File: config.mk
export PLATFORM = sky130hd
export DESIGN_NAME = ureg
export DESIGN_NICKNAME = d
export VERILOG_FILES = /design/src/rtl/ureg.sv
export SDC_FILE = /design/constraint.sdc
export NUM_CORES = 1
export LEC_CHECK = 0
export BUFFER_PORTS_ARGS = -buffer_cell sky130_fd_sc_hd__buf_2
export CORE_MARGIN = 1.5
export CORE_UTILIZATION = 55
export CTS_BUF_LIST = sky130_fd_sc_hd__clkbuf_4
export DETAILED_ROUTE_END_ITERATION = 8
export PLACE_DENSITY = 0.81
export SYNTH_ARGS = -nofsm -noshare
export SYNTH_HDL_FRONTEND = slang
export SYNTH_SLANG_ARGS = --single-unit
File: constraint.sdc
create_clock -name ureg_port_clk -period 3.5 [get_ports ureg_port_clk]
set_input_delay 0.175 -clock ureg_port_clk [delete_from_list [all_inputs] [get_ports ureg_port_clk]]
set_output_delay 0.175 -clock ureg_port_clk [all_outputs]
set_load 0.02 [all_outputs]
File: src/rtl/ureg.sv
// ----------------------------------------------------------------------------
// ureg -- universal register.
//
// A WIDTH-bit register with parallel load, shift left/right with a serial
// input, rotate left/right, and synchronous clear. A saturating counter
// tracks how many shift/rotate operations have happened since the last
// load or clear. done flags that a full word has been shifted through.
//
// Ports
//   ureg_port_clk    in   1      rising-edge clock
//   ureg_port_rst    in   1      asynchronous active-low reset
//   ureg_port_en     in   1      operation enable; low freezes all state
//   ureg_port_mode   in   3      operation select (see mode_e)
//   ureg_port_d      in   WIDTH  parallel load data
//   ureg_port_sin    in   1      serial input for the shift modes
//   ureg_oport_q     out  WIDTH  register contents
//   ureg_oport_sout  out  1      last bit shifted or rotated out
//   ureg_oport_cnt   out  CW     shifts/rotates since last load or clear
//   ureg_oport_done  out  1      high while cnt == WIDTH
// ----------------------------------------------------------------------------
module ureg #(
    parameter int               WIDTH   = 8,
    parameter logic [WIDTH-1:0] RST_VAL = '0,
    localparam int              CW      = $clog2(WIDTH + 1)
) (
    input  logic             ureg_port_clk,
    input  logic             ureg_port_rst,
    input  logic             ureg_port_en,
    input  logic [2:0]       ureg_port_mode,
    input  logic [WIDTH-1:0] ureg_port_d,
    input  logic             ureg_port_sin,
    output logic [WIDTH-1:0] ureg_oport_q,
    output logic             ureg_oport_sout,
    output logic [CW-1:0]    ureg_oport_cnt,
    output logic             ureg_oport_done
);

    typedef enum logic [2:0] {
        MODE_HOLD = 3'b000,
        MODE_LOAD = 3'b001,
        MODE_SHL  = 3'b010,
        MODE_SHR  = 3'b011,
        MODE_ROL  = 3'b100,
        MODE_ROR  = 3'b101,
        MODE_CLR  = 3'b110,
        MODE_RSVD = 3'b111
    } mode_e;

    localparam logic [CW-1:0] CNT_MAX = CW'(WIDTH);

    mode_e            mode;
    logic [WIDTH-1:0] q_q,    q_d;
    logic             sout_q, sout_d;
    logic [CW-1:0]    cnt_q,  cnt_d;
    logic [CW-1:0]    cnt_sat;

    assign mode = mode_e'(ureg_port_mode);

    // Count stops at WIDTH so done stays asserted through further shifts.
    assign cnt_sat = (cnt_q == CNT_MAX) ? cnt_q : cnt_q + CW'(1);

    always_comb begin
        // NOTE: every always_comb output gets a default first so no path
        // leaves it unassigned, which would otherwise infer a latch.
        q_d    = q_q;
        sout_d = sout_q;
        cnt_d  = cnt_q;
        if (ureg_port_en) begin
            case (mode)
                MODE_LOAD: begin
                    q_d   = ureg_port_d;
                    cnt_d = '0;
                end
                MODE_SHL: begin
                    q_d    = {q_q[WIDTH-2:0], ureg_port_sin};
                    sout_d = q_q[WIDTH-1];
                    cnt_d  = cnt_sat;
                end
                MODE_SHR: begin
                    q_d    = {ureg_port_sin, q_q[WIDTH-1:1]};
                    sout_d = q_q[0];
                    cnt_d  = cnt_sat;
                end
                MODE_ROL: begin
                    q_d    = {q_q[WIDTH-2:0], q_q[WIDTH-1]};
                    sout_d = q_q[WIDTH-1];
                    cnt_d  = cnt_sat;
                end
                MODE_ROR: begin
                    q_d    = {q_q[0], q_q[WIDTH-1:1]};
                    sout_d = q_q[0];
                    cnt_d  = cnt_sat;
                end
                MODE_CLR: begin
                    q_d    = RST_VAL;
                    sout_d = 1'b0;
                    cnt_d  = '0;
                end
                default: ; // hold and reserved codes keep state
            endcase
        end
    end

    always_ff @(posedge ureg_port_clk or negedge ureg_port_rst) begin
        if (!ureg_port_rst) begin
            q_q    <= RST_VAL;
            sout_q <= 1'b0;
            cnt_q  <= '0;
        end else begin
            // NOTE: non-blocking assignments so every register samples the
            // pre-edge values, independent of statement order.
            q_q    <= q_d;
            sout_q <= sout_d;
            cnt_q  <= cnt_d;
        end
    end

    assign ureg_oport_q    = q_q;
    assign ureg_oport_sout = sout_q;
    assign ureg_oport_cnt  = cnt_q;
    assign ureg_oport_done = (cnt_q == CNT_MAX);

endmodule

# [After elaboration in Yosys (flattened, before gate mapping)]
# Cells that the tools add are included.
[op_classes] add_sub_neg=1 muxes=4 reduce_logical=10 n_eq_ne=8
[ops] operator="$pmux W8 S6" count=1
[ops] operator="$eq A3 B3 Y1 const B" count=3
[ops] operator="$pmux W4 S2" count=1
[ops] operator="$eq A3 B2 Y1 const B" count=2
[ops] operator="$reduce_bool A6 Y1" count=1
[ops] operator="$reduce_or A2 Y1" count=3
[ops] operator="$add A4 B1 Y4 const B" count=1
[ops] operator="$eq A4 B4 Y1 const B" count=1
[ops] operator="$mux W4" count=1
[ops] operator="$reduce_and A2 Y1" count=2
[ops] operator="$reduce_or A4 Y1" count=1
[ops] operator="$eq A3 B1 Y1 const B" count=1
[ops] operator="$pmux W1 S3" count=1
[ops] operator="$reduce_and A3 Y1" count=1
[ops] operator="$reduce_bool A3 Y1" count=1
[ops] operator="$ne A2 B2 Y1 const B" count=1
[ops] operator="$reduce_bool A2 Y1" count=1
[word_totals] out_inout_bits=14 ff_bits=13 word_cells=26

# [Logic depth before layout (Yosys ltp)]
[depth] depth_word=4 mapped_depth=6 mapped_depth_nobuf=5

# [Least setup slack after synthesis]
# No wires, ideal clock.
[synth_timing] path_type="flip-flop to flip-flop" from="reg cnt_q[0] (netlist: ureg_oport_cnt[0])" to="reg cnt_q[1] (netlist: ureg_oport_cnt[1])" stages_incl_launch_ff=6 required_ps=3376 slack_ps=2067 path_buffers=0 setup_time_ps=124 synth_period_minus_slack_ps=1433 arrival_ps=1309 path_cell_list="dfrtp_1 > inv_1 > ha_1 > nand3b_1 > o21ai_0 > a211o_1"
[synth_between] elab_chain_len=3 word_cells_on_any_way=6 classes_between="1 x add/sub; 2 x eq/ne; 2 x mux; 1 x reduce/logical"
[synth_rtl] element="from (decl)" line="54" source="logic [CW-1:0] cnt_q, cnt_d;"
[synth_rtl] element="from (signal assigned)" line="114" source="cnt_q <= cnt_d;"
[synth_rtl] element="$add A4 B1 Y4 / $eq A4 B4 Y1 (equally long branches)" line="60" source="assign cnt_sat = (cnt_q == CNT_MAX) ? cnt_q : cnt_q + CW'(1);"
[synth_rtl] element="$mux W4 / $ne A2 B2 Y1 (equally long branches)"
[synth_rtl] element="$pmux W4 S2 / $reduce_and A3 Y1 (equally long branches)"
# Parallel ways exist; a longest one is shown, timed or not. The select of a mux whose other input is x is not followed.
# A chain may end at the register's enable or synchronous reset.

# [Worst setup path in the final report]
[layout_timing] from="reg cnt_q[0] (netlist: ureg_oport_cnt[0])" to="out ureg_oport_done"
[layout_between] elab_chain_len=1
[layout_rtl] element="$eq A4 B4 Y1" line="121" source="assign ureg_oport_done = (cnt_q == CNT_MAX);"
[layout_rtl] element="to (decl)" line="35" source="output logic ureg_oport_done"
# No other way between the ends.

==> results_dict.tcl <==
set metrics [dict create \
    wirelength_um 2300 \
    gr-total-overflow 0 \
    vias 956 \
    hold_path.class "in2reg" \
    leakage_nw 0.527 \
    path_clk_slew_ns 0.08 \
    drc_errors 0 \
    cp.arrival_ns 1.39 \
    clockPowerShare_pct 16.3 \
    nFillCells 142 \
    clock_skew_ns 0.00311 \
    drt_first_pass_iters 6 \
    chipHeight_um 45.4 \
    final_antenna_net_count 0 \
    intPower_uw 365 \
    power_density_nw_per_um2 554 \
    grt_max_degree 20 \
    syn_nets 125 \
    cts.sinks 13 \
    core_um2 1710 \
    yosys.area.top_type "dfrtp_1" \
    syn_area_um2 987 \
    diodes 0 \
    fin_crit_ns 1.57 \
    synthToLayoutAreaGrowth_pct 15.6 \
    seq_power_share_pct 38.8 \
    critical_path.startpoint "ureg_oport_cnt[0]$_DFFE_PN0P_" \
    place_congestion 0.807 \
    dpl.hpwl_um 1630 \
    timing.rr.start "ureg_oport_cnt[1]$_DFFE_PN0P_" \
    track_usage_pct 25.2 \
    fp.dieArea_um2 2060 \
    holdCritStartpoint "ureg_port_d[6]" \
    switching_share_pct 42.2 \
    critPathMostFrequentCell "inv_1" \
    tns_ns 0 \
    slowest_delay_ns 0.42 \
    synth_top_cells_by_area "dfrtp_1 (33%), mux2_2 (10%), a31oi_1 (10%), o21ai_0 (5.1%), buf_6 (3.4%)" \
    ys_seq_area_share_pct 33.0 \
    status "complete, no violations" \
    cts_setup_buffers 0 \
    postSynthCellCount 108 \
    wl_per_cell_um 14.6 \
    cts-resized-gates 0 \
    critPathKind "reg2out" \
    clockBufferDepth 2 \
    worstSetupStartpointType "flop" \
    cts_inserted_buffers 3 \
    cp-end-kind "output pin" \
    clk_latency_ns 0.28 \
    start_util_pct 57.8 \
    rsz0062_at_grt "false" \
    slew_headroom_pct 61.3 \
    die_x_um 45.4 \
    fin_crit_sh_pct 44.8 \
    cp_slowest_cell "dfrtp_1" \
    ctsHoldBuffers 1 \
    num_rows 15 \
    io_pins 29 \
    grt_pass1_wl_um 3680 \
    max_freq_mhz 638 \
    ys_warn_count 0 \
    register_area_um2 325 \
    maxCapViolations 0 \
    power.total_uw 632 \
    tritoncts "built" \
    crit_path_max_fanout 5 \
    crit_path_cell_trace "inv_1, ha_1, nand3b_1, inv_1, buf_2" \
    synth_cell_type_count 34 \
    synth_seq_cells 13 \
    final_hold_viol_count 0 \
    drive_gt1_share_pct 33.1 \
    htreeDepth 1 \
    ir_drop_mv 0.467 \
    p_comb_share_pct 44.9 \
    numPortBuffers 28 \
    yosys.area.top_type_share_pct 33.0 \
    tightest_slew_ns 0.578 \
    maxSlewViolCount 0 \
    drt_iter0_drc 13 \
    switchingPower_uw 267 \
    syn_avg_cell_area_um2 9.14 \
    finalSetupViolCount 0 \
    grt_antenna_before_repair 0 \
    cts-root-buf "clkbuf_4" \
    fin_nets 151 \
    vias_per_cell 6.05 \
    grt_pass1_vias 811 \
    worstPathRequired_ns 3.32 \
    multi_input_area_um2 586 \
]
[flip-flops by register name, indices dropped and copies added (netlist names)]
signal,cells
ureg_oport_cnt,4
ureg_oport_q,8
ureg_oport_sout,1
[worst paths after layout]
kind | slack [ns] | end | depth (start not counted)
worst max-delay path | 1.93 | ureg_oport_done | 5
worst min-delay path | 0.17 | ureg_oport_q[6]$_DFFE_PN0P_ | 3
worst max register to register | 2.03 | ureg_oport_cnt[1]$_DFFE_PN0P_ | 5
worst min register to register | 0.55 | ureg_oport_sout$_DFFE_PN0P_ | 2
max in group asynchronous | 2.94 | ureg_oport_q[6]$_DFFE_PN0P_ | 2
min in group asynchronous | 0.32 | ureg_oport_sout$_DFFE_PN0P_ | 2
[metrics by stage]
step	instances	setup WS (ns)	util [%]	hold slack, ns	cell area (um^2)
floorplan	108	2.07	-	-0.121	987
global placement	153	2.06	64.5	0.0827	1100
detailed placement	153	2.02	64.5	0.0851	1100
CTS	158	1.90	66.8	0.169	1140
global route	158	1.79	66.8	0.170	1140
finish	158	1.93	66.8	0.168	1140
[power by group through the flow]
stage | Combinational, mW | Sequential, mW | Clock (mW)
after floorplan | 0.150 | 0.288 | 0
after global placement | 0.275 | 0.244 | 0
after detailed placement | 0.282 | 0.247 | 0
after CTS | 0.284 | 0.244 | 0.105
after global routing | 0.314 | 0.253 | 0.120
final | 0.284 | 0.245 | 0.103
[cells in the mapped netlist, drive strengths merged]
cell	number
a41oi	1
nand2b	2
mux2i	1
nand2	8
or3	1
a22oi	1
nand3	3
a31oi	16
nor3b	1
xnor2	1
nor2	1
o21ai	10
a211o	1
xor2	1
o22ai	3
buf	7
inv	5
a21oi	1
mux2	9
and4	1
and3b	2
o211ai	1
nand4	1
nor2b	5
or4b	1
and3	3
o2111a	2
nand3b	2
a21o	1
ha	2
dfrtp	13
clkbuf	1
[cell families after synthesis]
kind of cell | after synthesis | synth area share, %
muxes | 10 | 11.3
AOI/OAI and AO/OA | 37 | 24.7
buffers and inverters | 13 | 7.73
xor gates and xnor gates | 2 | 1.77
and+or+nand+nor | 31 | 19.0
DFF | 13 | 33.0
adders and majority gates | 2 | 2.53
[metal layers]
layer	track usage (%)	part of all wire [%]	vias up
met4	11.2	1.3	0
met2	35.4	46	30
met1	36.0	48	461
met5	0	0	-
li1	-	-	459
met3	6.40	4.7	6
[area by class of cell]
class | instances | area share, %
clock buffers | 4 | 2.63
repair buffers | 29 | 13.2
inverters | 5 | 1.64
well taps | 25 | 2.74
multi-input cells | 82 | 51.3
flip-flops and latches | 13 | 28.5
[worst max-delay path: cells and delay by family, from the launching register on]
kind | cells | cell delay [ns]
adder cells (fa/ha/maj) | 1 | 0.16
flip-flops | 1 | 0.42
buffers and inverters | 3 | 0.35
AND/OR/NAND/NOR | 1 | 0.18
[layout by cell type, fill, tap and decap left out, types with 4 or more instances in the layout]
cell type  Yosys  routed
nor2b_1        5       5
inv_1          5       5
nand2_1        8       8
buf_2          4      28
dfrtp_1       13      13
o21ai_0       10      10
a31oi_1       16      16
clkbuf_4       0       4
mux2_2         9       9
Power figures use the tool's default switching activity.
